--- src/rtl/caf_freq_max_pkg.sv ---
// Shared CAF definitions: frame-peak FSM states and widths
// common to arg_max and caf_freq_max.
package caf_freq_max_pkg;

  typedef enum logic {
    COLLECT = 1'b0,
    EMIT    = 1'b1
  } caf_state_e;

  localparam int unsigned FREQ_BINS    = 8;
  localparam int unsigned FREQ_IDX_BITS = 3;
  localparam int unsigned INDEX_BITS   = 4;
  localparam int unsigned OUT_MAX_BITS = 4;

endpackage

--- src/rtl/caf_freq_max_cmp.sv ---
// Strict greater-than comparator cell with load enable;
// 'first' forces a load regardless of the stored value.
module caf_freq_max_cmp #(
  parameter int unsigned w = 4
) (
  input  logic         en,
  input  logic         first,
  input  logic [w-1:0] in_val,
  input  logic [w-1:0] best_val,
  output logic         take
);

  always_comb begin
    take = en & (first | (in_val > best_val));
  end

endmodule

--- src/rtl/caf_freq_max.sv ---
// CAF frame peak: global max over freq_bins arg_max results,
// emitted with lag, bin index and threshold detect.
module caf_freq_max
  import caf_freq_max_pkg::*;
#(
  parameter int unsigned freq_bins       = FREQ_BINS,
  parameter int unsigned freq_index_bits = FREQ_IDX_BITS,
  parameter int unsigned index_bits      = INDEX_BITS,
  parameter int unsigned max_bits        = OUT_MAX_BITS,
  parameter logic [max_bits-1:0] threshold = '0
) (
  input  logic                       clk,
  input  logic                       rst,
  input  logic                       m_axis_tvalid,
  input  logic [max_bits-1:0]        in_max,
  input  logic [index_bits-1:0]      in_index,
  output logic                       s_axis_tready,
  input  logic                       m_axis_tready,
  output logic [max_bits-1:0]        out_max,
  output logic [index_bits-1:0]      lag_index,
  output logic [freq_index_bits-1:0] freq_index,
  output logic                       detected,
  output logic                       s_axis_tvalid
);

  localparam logic [freq_index_bits-1:0] LAST_BIN =
    freq_index_bits'(freq_bins - 1);

  caf_state_e state_q, state_d;
  logic [freq_index_bits-1:0] bin_cnt_q, bin_cnt_d;
  logic [max_bits-1:0]        best_max_q, best_max_d;
  logic [index_bits-1:0]      best_lag_q, best_lag_d;
  logic [freq_index_bits-1:0] best_bin_q, best_bin_d;
  logic [max_bits-1:0]        out_max_q, out_max_d;
  logic [index_bits-1:0]      lag_q, lag_d;
  logic [freq_index_bits-1:0] freq_q, freq_d;
  logic                       det_q, det_d;
  logic                       valid_q, valid_d;
  logic                       ready_q, ready_d;

  logic                       accept;
  logic                       take;
  logic [max_bits-1:0]        cand_max;
  logic [index_bits-1:0]      cand_lag;
  logic [freq_index_bits-1:0] cand_bin;
  logic [max_bits:0]          thr_diff;

  assign accept = m_axis_tvalid & ready_q;

  caf_freq_max_cmp #(
    .w(max_bits)
  ) u_cmp (
    .en      (accept),
    .first   (bin_cnt_q == '0),
    .in_val  (in_max),
    .best_val(best_max_q),
    .take    (take)
  );

  always_comb begin
    cand_max = take ? in_max   : best_max_q;
    cand_lag = take ? in_index : best_lag_q;
    cand_bin = take ? bin_cnt_q : best_bin_q;
    // sign bit of the widened difference gives the unsigned >= test
    thr_diff = {1'b0, cand_max} - {1'b0, threshold};
  end

  always_comb begin
    state_d    = state_q;
    bin_cnt_d  = bin_cnt_q;
    best_max_d = best_max_q;
    best_lag_d = best_lag_q;
    best_bin_d = best_bin_q;
    out_max_d  = out_max_q;
    lag_d      = lag_q;
    freq_d     = freq_q;
    det_d      = det_q;
    valid_d    = valid_q;
    unique case (1'b1)
      (state_q == COLLECT): begin
        if (accept) begin
          best_max_d = cand_max;
          best_lag_d = cand_lag;
          best_bin_d = cand_bin;
          if (bin_cnt_q == LAST_BIN) begin
            out_max_d = cand_max;
            lag_d     = cand_lag;
            freq_d    = cand_bin;
            det_d     = ~thr_diff[max_bits];
            valid_d   = 1'b1;
            bin_cnt_d = '0;
            state_d   = EMIT;
          end else begin
            bin_cnt_d = bin_cnt_q + 1'b1;
          end
        end
      end
      (state_q == EMIT): begin
        if (valid_q & m_axis_tready) begin
          valid_d = 1'b0;
          state_d = COLLECT;
        end
      end
      default: ;
    endcase
    ready_d = (state_d == COLLECT);
  end

  always_ff @(posedge clk) begin
    if (rst) begin
      state_q    <= COLLECT;
      bin_cnt_q  <= '0;
      best_max_q <= '0;
      best_lag_q <= '0;
      best_bin_q <= '0;
      out_max_q  <= '0;
      lag_q      <= '0;
      freq_q     <= '0;
      det_q      <= 1'b0;
      valid_q    <= 1'b0;
      ready_q    <= 1'b0;
    end else begin
      state_q    <= state_d;
      bin_cnt_q  <= bin_cnt_d;
      best_max_q <= best_max_d;
      best_lag_q <= best_lag_d;
      best_bin_q <= best_bin_d;
      out_max_q  <= out_max_d;
      lag_q      <= lag_d;
      freq_q     <= freq_d;
      det_q      <= det_d;
      valid_q    <= valid_d;
      ready_q    <= ready_d;
    end
  end

  assign s_axis_tready = ready_q;
  assign s_axis_tvalid = valid_q;
  assign out_max       = out_max_q;
  assign lag_index     = lag_q;
  assign freq_index    = freq_q;
  assign detected      = det_q;

endmodule

--- config.mk ---
export PLATFORM = sky130hd
export DESIGN_NAME = caf_freq_max
export DESIGN_NICKNAME = d
export VERILOG_FILES = /design/src/rtl/caf_freq_max_pkg.sv /design/src/rtl/caf_freq_max_cmp.sv /design/src/rtl/caf_freq_max.sv
export SDC_FILE = /design/constraint.sdc
export NUM_CORES = 1
export LEC_CHECK = 0
export CORE_UTILIZATION = 45
export CTS_CLUSTER_DIAMETER = 100
export CTS_CLUSTER_SIZE = 12
export DETAILED_ROUTE_END_ITERATION = 8
export PLACE_DENSITY = 0.74
export SETUP_SLACK_MARGIN = 0.2
export SYNTH_ARGS = -nofsm -noshare
export SYNTH_HDL_FRONTEND = slang
export SYNTH_SLANG_ARGS = --single-unit
--- constraint.sdc ---
create_clock -name clk -period 1.8 [get_ports clk]
set_input_delay 0.27 -clock clk [delete_from_list [all_inputs] [get_ports clk]]
set_output_delay 0.27 -clock clk [all_outputs]
set_load 0.005 [all_outputs]
# --- After elaboration in Yosys (flattened, before gate mapping) ---
# Cells that the tools add are included.
totals:
  regBits: 29
  out_inout_bits: 14
classes:
  bitwise: 6
  order_cmp: 1
  n_addsub: 1
  mux: 12
  n_eq_ne: 4
  n_reduce_logical: 4
ops:
  columns: ["cell", "n"]
  rows:
  - ["4-bit 2-to-1 mux", 2]
  - ["1-bit 2-to-1 mux", 6]
  - ["3-bit 2-to-1 mux", 2]
  - ["2-bit by 1-bit inequality test with 1-bit output (second input constant)", 3]
  - ["3-bit AND reduction", 2]
  - ["4-bit greater-than comparator", 1]
  - ["1-bit one-hot mux with 2 select lines", 2]
  - ["3-bit by 1-bit adder with 3-bit output (second input constant)", 1]
  - ["1-bit bitwise AND", 3]
  - ["3-bit == test (second input constant)", 1]
  - ["3-bit zero test", 1]
  - ["1-bit NOT", 2]
  - ["2-bit AND reduction", 1]
  - ["1-bit bitwise OR", 1]

# --- Depth between registers and ports, before layout ---
# Gate-level depths: netlist of run 1.
logic_depth:
  word_depth: 5
  depth_mapped: 8
  mapped_depth_nobuf: 7

# --- Modules after synthesis ---
# A second synthesis of run 1 with hierarchy kept.
unflattened:
  hier_cells: 148
  hier_area_um2: 1376.3
by_module_without_submodules:
  columns: ["mod", "area_per_inst_um2", "instances", "cells_per_inst"]
  rows:
  - ["caf_freq_max", 1273.7, 1, 134]
  - ["caf_freq_max_cmp", 102.6, 1, 14]

# --- Least setup slack after synthesis of run 1 ---
# No wires, ideal clock.
synth_path:
  path_kind: "flip-flop to flip-flop"
  start: "register bin_cnt_q[0]"
  end: "register freq_q[0], in the netlist freq_index[0]"
  path_stages_with_launch: 9
  setup_slack_ps: 113
  setup_ps: 86
  required_ps: 1714
  arrival_ps: 1602
  n_path_buf: 1
  cell_sequence: "dfxtp_1 inv_1 ha_1 nor2b_2 a211oi_2 a21oi_2 buf_6 mux2i_1 a211oi_1"
synth_via:
  elab_chain_cells: 4
  word_cells_on_any_way: 6
  cone_classes: "eq/ne (1); mux (1); bitwise (2); reduce/logical (2)"
synth_lines:
  columns: ["element", "line", "source"]
  rows:
  - ["start, declared", "caf_freq_max.sv:30", "logic [freq_index_bits-1:0] bin_cnt_q, bin_cnt_d;"]
  - ["start signal, assigned", "caf_freq_max.sv:124", "bin_cnt_q <= bin_cnt_d;"]
  - ["3-bit zero test", "caf_freq_max.sv:54", ".first (bin_cnt_q == '0),"]
  - ["1-bit bitwise OR", "caf_freq_max_cmp.sv:14", "take = en & (first | (in_val > best_val));"]
  - ["1-bit bitwise AND", "caf_freq_max_cmp.sv:14", null]
  - ["3-bit 2-to-1 mux", "caf_freq_max.sv:63", "cand_bin = take ? bin_cnt_q : best_bin_q;"]
  - ["end signal, assigned", "caf_freq_max.sv:130", "freq_q <= freq_d;"]
  - ["end, declared", "caf_freq_max.sv:36", "logic [freq_index_bits-1:0] freq_q, freq_d;"]
# Parallel ways exist; a longest one is shown, timed or not.
# A chain may end at the register's enable or synchronous reset.

# --- Final worst setup path of run 1 ---
layout_path:
  start: "register best_max_q[1]"
  end: "register out_max_q[0], in the netlist out_max[0]"
layout_via:
  elab_chain_cells: 4
layout_lines:
  columns: ["element", "line", "source"]
  rows:
  - ["start, declared", "caf_freq_max.sv:31", "logic [max_bits-1:0] best_max_q, best_max_d;"]
  - ["start signal, assigned", "caf_freq_max.sv:125", "best_max_q <= best_max_d;"]
  - ["4-bit greater-than comparator", "caf_freq_max_cmp.sv:14", null]
  - ["1-bit bitwise OR", "caf_freq_max_cmp.sv:14", null]
  - ["1-bit bitwise AND", "caf_freq_max_cmp.sv:14", null]
  - ["4-bit 2-to-1 mux", "caf_freq_max.sv:61", "cand_max = take ? in_max : best_max_q;"]
  - ["end signal, assigned", "caf_freq_max.sv:128", "out_max_q <= out_max_d;"]
  - ["end, declared", "caf_freq_max.sv:34", "logic [max_bits-1:0] out_max_q, out_max_d;"]
# No other way between the ends.

==> results of run 1 <==
kinds of logic after synthesis:
logic type               synth area share
flip-flops                          0.433
buffers and inverters              0.0570
adder cells (fa/ha/maj)            0.0654
multiplexers                       0.0822
AO/OA/AOI/OAI                       0.210
AND/OR/NAND/NOR                     0.152
area by class of cell:
type | count | area (um2) | share of cell area
timing repair buffer | 47 | 430 | 0.223
sequential | 29 | 587 | 0.304
multi-input combinational | 105 | 800 | 0.414
clock buffer | 7 | 55.1 | 0.0285
inverter | 6 | 22.5 | 0.0117
tap | 31 | 38.8 | 0.0201
worst register-to-register path, delay by kind of cell (launching register included):
family / cells / cell delay (ps)
AO/OA/AOI/OAI: 3 / 380
flip-flops: 1 / 340
adder cells (fa/ha/maj): 1 / 260
multiplexers: 1 / 230
buffers and inverters: 2 / 220
AND/OR/NAND/NOR: 1 / 150
per-layer routing:
layer	up-vias	wire length [um]	part of all wire	global-route usage
met3	11	176	0.051	0.0599
met5	-	0	0	0
met2	32	1810	0.53	0.385
li1	618	-	-	-
met4	0	82	0.024	0.136
met1	603	1360	0.40	0.249
registers in the layout, indices dropped and copies added (netlist names):
name,cells
out_max,4
s_axis_tready,1
best_max_q,4
bin_cnt_q,3
freq_index,3
state_q,1
lag_index,4
s_axis_tvalid,1
best_bin_q,3
detected,1
best_lag_q,4
where the power goes:
group	total [mW]	internal, mW	switching (mW)
Combinational	0.228	0.116	0.111
Sequential	0.663	0.655	0.00733
Clock	0.408	0.184	0.224
Total	1.30	0.955	0.343
synth_stat cells:
| master | count |
|---|---|
| nor2b_1 | 1 |
| inv_1 | 6 |
| clkbuf_1 | 6 |
| a211oi_1 | 11 |
| o21bai_1 | 1 |
| nor2b_4 | 1 |
| nor3_1 | 1 |
| a21oi_1 | 17 |
| o21ai_0 | 10 |
| a21o_2 | 1 |
| nor2_1 | 17 |
| nand3_1 | 11 |
| a211oi_2 | 1 |
| and2_1 | 1 |
| buf_6 | 1 |
| mux2i_1 | 11 |
| nand2_1 | 7 |
| or2_2 | 1 |
| nor2b_2 | 1 |
| buf_2 | 4 |
| dfxtp_1 | 29 |
| ha_1 | 7 |
| nor2_2 | 1 |
| a21oi_2 | 1 |
| nand4_1 | 1 |
| o21ai_1 | 1 |
| o211ai_4 | 1 |
through the flow:
| stage | util | total power [mW] | std cells |
|---|---|---|---|
| after floorplan | - | 0.781 | 151 |
| after global placement | 0.622 | 0.850 | 213 |
| after detailed placement | 0.622 | 0.858 | 213 |
| after CTS | 0.673 | 1.28 | 225 |
| after global routing | 0.695 | 1.34 | 225 |
| final | 0.695 | 1.30 | 225 |
path summary, 6_finish.rpt:
check,to,cells past startpoint,slack [ps],from
worst max register to register,out_max[0],8,120,best_max_q[1]
worst max-delay path,out_max[0],8,120,best_max_q[1]
worst min register to register,detected,2,480,detected
worst min-delay path,best_max_q[0],4,470,in_max[0]
repair_timing:
item	CTS	global route
gates cloned	0	0
endpoints found under the setup margin	23	23
hold endpoints to repair	0	0
gates resized for setup	17	14
buffers inserted	5	0
pin swaps	13	10
==> flow_summary_export.csv, run 1 <==
group,metric,value,unit
critical_path,worst-path-max-fanout,6,
layout,final_cell_mix,"24 x dfxtp_1, 21 x clkdlybuf4s50_1, 19 x buf_4",
logic_synthesis,ys_ff_latch,29,
clock_network,cts-hold-fix-buffers,0,
sta,slew_violations,0,
clock_network,htree_levels,2,
placed_design,dp_slack,-689,ps
die,die_w,56.6,um
logic_synthesis,synth.cell_area,1340,um2
sta,period_needed,1680,ps
sta,max_freq,595,MHz
critical_path,cp_slowest_cell,"dfxtp_2",
critical_path,crit_family,"compound AO/OA/AOI/OAI gates",
sta,fin_setup_tns,0,ps
global_routing,grt_pass1_wl,5490,um
sta,rsz0062_at_grt,"yes",
sta,worstMarginPinSlew,320,ps
global_routing,antenna_found_initial,0,
logic_synthesis,yosysSeqAreaShare,0.433,
global_routing,grt.total_usage,0.226,
pwr,p_leak,0.707,nW
sta,fin_skew,6.16,ps
logic_synthesis,syn_nets,170,
logic_synthesis,yosys_warnings,0,
drt,dr.pass1.iters,4,
die,initial_core_util,0.482,
critical_path,crit_chain,"inv_2 > ha_4 > nor2b_4 > o211ai_4 > a21oi_4 > buf_6 > mux2i_2 > a211oi_2",
layout,syn2layout_area_growth,44.3,%
layout,final_area,1930,um2
pwr,power.density,671,nW/um2
global_routing,grt_overflow,0,
drt,drt_wl_total,3430,um
logic_synthesis,synth_top_area_frac,0.433,
layout,n_antenna_cell,0,
logic_synthesis,synthTopCellsByArea,"dfxtp_1 43%, mux2i_1 8.2%, ha_1 6.5%",
critical_path,crit_type,"flop to flop",
critical_path,critPathBufInv,2,
clock_network,cts_sinks,29,
clock_network,clk_pin_slew,90,ps
clock_network,numCtsBuffers,5,
critical_path,critPathMaxStageDelay,340,ps
logic_synthesis,synth_cell_types,27,
drt,wl_per_cell,15.2,um
placed_design,io_buffers,25,
sta,period_share,0.934,
drt,num_vias,1264,
layout,drive_gt1_frac,0.299,
job,cap_violations,0,
sta,finalSetupViolCount,0,
placed_design,hpwlAfterDp,2200,um
placed_design,place_congestion,0.791,
critical_path,worst_setup_path_end_kind,"flop",
critical_path,start_kind,"flop",
die,rows,19,
sta,worst_slack,120,ps
layout,layout_commonest_cell,"dfxtp_1",
logic_synthesis,synth_largest_area_cell,"dfxtp_1",
die,io_pins,26,
drt,drt_iter0_drc,39,
drt,viasPerCell,5.62,
layout,num-fill-cells,211,
run_status,status,"finished clean",
placed_design,postPlaceCellArea,1730,um2
layout,finalNetCount,213,
die,coreArea,2780,um2
global_routing,grt_max_degree,30,
clock_network,cts_tree,"yes",
global_routing,first_global_vias,1237,
pwr,peakVddDrop,0.652,mV
critical_path,critPathRequiredTime,2030,ps
clock_network,cts-root-buf,"clkbuf_4",
critical_path,cp.arrival,1910,ps
drt,ant_nets,0,
sta,max-slew-margin-rel,0.787,
clock_network,clkLatencyLatePin,340,ps
sta,holdWs,470,ps
die,dieArea,3200,um2
logic_synthesis,synthCells,151,
logic_synthesis,synth.avg_cell_area,8.87,um2
clock_network,cts_buffer_depth,2,
min_path,hp-class,"input pin to flop",
sta,hold_viol,0,
die,die_h,56.6,um
drt,drcViolationCount,0,
Note: power is estimated with default switching activity, not from simulation.
==> inputs of run 2 (changes only) <==
Settings changed: CELL_PAD_IN_SITES_DETAIL_PLACEMENT from default to 0, CELL_PAD_IN_SITES_GLOBAL_PLACEMENT from default to 1, CORE_UTILIZATION 45 to 38, CTS_CLUSTER_DIAMETER 100 to 30, PLACE_DENSITY 0.74 to default, PLACE_DENSITY_LB_ADDON from default to 0.1.
Clock period 1.8 ns to 1.7 ns, I/O delays scaled along.
==> run 2 against run 1 <==
  * The flow now finishes with violations (setup timing)
  * Critical endpoint is now out_max[2]
  * Sequential cell count unchanged
  * First-iteration DRC count is 7.7% higher
  * Largest power group unchanged
  * Final cell count is 8.0% higher
==> flow_summary_export.csv, run 2 (synthesized netlist as in run 1, its figures left out) <==
group,metric,value,unit
placed_design,postPlaceCellArea,1720,um2
clock_network,cts_buffer_depth,2,
sta,fin_setup_tns,-6.93,ps
pwr,peakVddDrop,0.437,mV
job,cap_violations,0,
critical_path,r2r_start,"best_max_q[1]",
clock_network,cts_tree,"yes",
run_status,violations,"setup timing",
global_routing,grt_max_degree,30,
layout,n_antenna_cell,0,
drt,dr.pass1.iters,4,
run_status,status,"finished with violations",
critical_path,timing.rr.end,"out_max[2]",
critical_path,critPathRequiredTime,1900,ps
drt,num_vias,1238,
critical_path,cp_slowest_cell,"dfxtp_2",
die,rows,21,
global_routing,grt_pass1_wl,5010,um
die,io_pins,26,
critical_path,start_kind,"flop",
critical_path,ff2ff_setup_slack,-7,ps
pwr,power.density,673,nW/um2
die,die_h,61.4,um
drt,wl_per_cell,13.7,um
min_path,min_from,"in_max[0]",
critical_path,crit_family,"compound AO/OA/AOI/OAI gates",
sta,rsz0062_at_grt,"yes",
layout,num-fill-cells,325,
layout,layout_commonest_cell,"dfxtp_1",
critical_path,critPathMaxStageDelay,350,ps
clock_network,cts-root-buf,"clkbuf_4",
min_path,holdPathEnd,"best_max_q[0]",
clock_network,clkLatencyLatePin,330,ps
drt,drt_wl_total,3330,um
sta,max_freq,586,MHz
global_routing,grt_overflow,0,
clock_network,cts_sinks,29,
drt,drcViolationCount,0,
global_routing,grt.total_usage,0.189,
drt,drt_iter0_drc,42,
min_path,hp-class,"input pin to flop",
placed_design,place_congestion,0.734,
sta,period_share,1.00,
die,dieArea,3770,um2
layout,final_cell_mix,"23 x dfxtp_1, 21 x clkdlybuf4s50_1, 19 x buf_4",
drt,viasPerCell,5.09,
sta,fin_skew,9.55,ps
sta,max-slew-margin-rel,0.783,
critical_path,crit_type,"flop to flop",
sta,worstMarginPinSlew,325,ps
critical_path,critPathBufInv,2,
global_routing,antenna_found_initial,0,
critical_path,worst-path-max-fanout,5,
layout,layout.area.seq,588,um2
placed_design,io_buffers,25,
die,initial_core_util,0.398,
critical_path,crit_chain,"inv_2 > ha_4 > nor2b_4 > o211ai_4 > a21oi_4 > clkbuf_16 > mux2i_1 > a211oi_1",
critical_path,worst_setup_path_end_kind,"flop",
layout,drive_gt1_frac,0.305,
critical_path,cp.arrival,1900,ps
sta,finalSetupViolCount,1,
sta,period_needed,1710,ps
layout,syn2layout_area_growth,48.9,%
sta,hold_viol,0,
layout,multi_input_area,818,um2
clock_network,htree_levels,2,
drt,ant_nets,0,
die,die_w,61.4,um
sta,slew_violations,0,
placed_design,hpwlAfterDp,2000,um
clock_network,numCtsBuffers,5,
global_routing,first_global_vias,1066,
sta,holdWs,454,ps
pwr,p_leak,0.713,nW
sta,worst_slack,-6.93,ps
layout,finalNetCount,215,
clock_network,clk_pin_slew,90,ps
layout,final_area,2000,um2
critical_path,reg2reg_depth,8,
die,coreArea,3360,um2
min_path,hold_depth,4,
## run 2: metrics by stage
stage               cells  power [mW]  worst slack (ps)  utilization
floorplan             151       0.831               117            -
global placement      224       0.903              -330        0.512
detailed placement    224       0.908              -384        0.512
CTS                   237        1.33             -5.39        0.558
global route          243        1.41             -92.8        0.593
finish                243        1.34             -6.93        0.593
## run 2: final cells by class
class / instances / share of cell area
clock buffer: 8 / 0.0245
inverter: 6 / 0.0113
multi-input combinational: 105 / 0.410
sequential: 29 / 0.295
tap: 46 / 0.0288
timing repair buffer: 49 / 0.231
## run 2: where the power goes
| group | total, mW | switching (mW) | internal [mW] | leakage, nW |
|---|---|---|---|---|
| Combinational | 0.247 | 0.119 | 0.128 | 0.449 |
| Clock | 0.394 | 0.229 | 0.164 | 0.0265 |
| Sequential | 0.702 | 0.00784 | 0.694 | 0.238 |
| Total | 1.34 | 0.356 | 0.987 | 0.713 |
## run 2: what timing repair did
action,4_1_cts,5_1_grt
hold buffers,0,0
pin swaps,4,4
gates cloned,1,1
endpoints found under the setup margin,23,27
hold endpoints to repair,0,0
gates resized for setup,15,21
buffers inserted,4,5
## run 2: worst max path at each step
| stage | start | endpoint | depth (start not counted) |
|---|---|---|---|
| global route | best_max_q[1] | lag_index[2] | 8 |
| finish | best_max_q[1] | out_max[2] | 8 |
| CTS | best_max_q[1] | freq_index[1] | 8 |
| global placement | in_max[1] | lag_index[3] | 8 |
| detailed placement | in_max[2] | out_max[0] | 8 |
| floorplan | best_max_q[1] | freq_index[2] | 8 |
## run 2: worst reg2reg max path, delay by kind of cell, from the launching register on
| family | cells | cell delay, ps |
|---|---|---|
| AOI/OAI and AO/OA | 3 | 420 |
| DFF | 1 | 350 |
| adders and majority gates | 1 | 250 |
| buffers and inverters | 2 | 230 |
| muxes | 1 | 180 |
| and+or+nand+nor | 1 | 150 |
## run 2: metal layers
metal	up-vias	track usage	part of all wire
met5	-	0	0
met4	0	0.114	0.015
met3	7	0.0525	0.029
met2	18	0.286	0.49
met1	594	0.239	0.47
li1	619	-	-
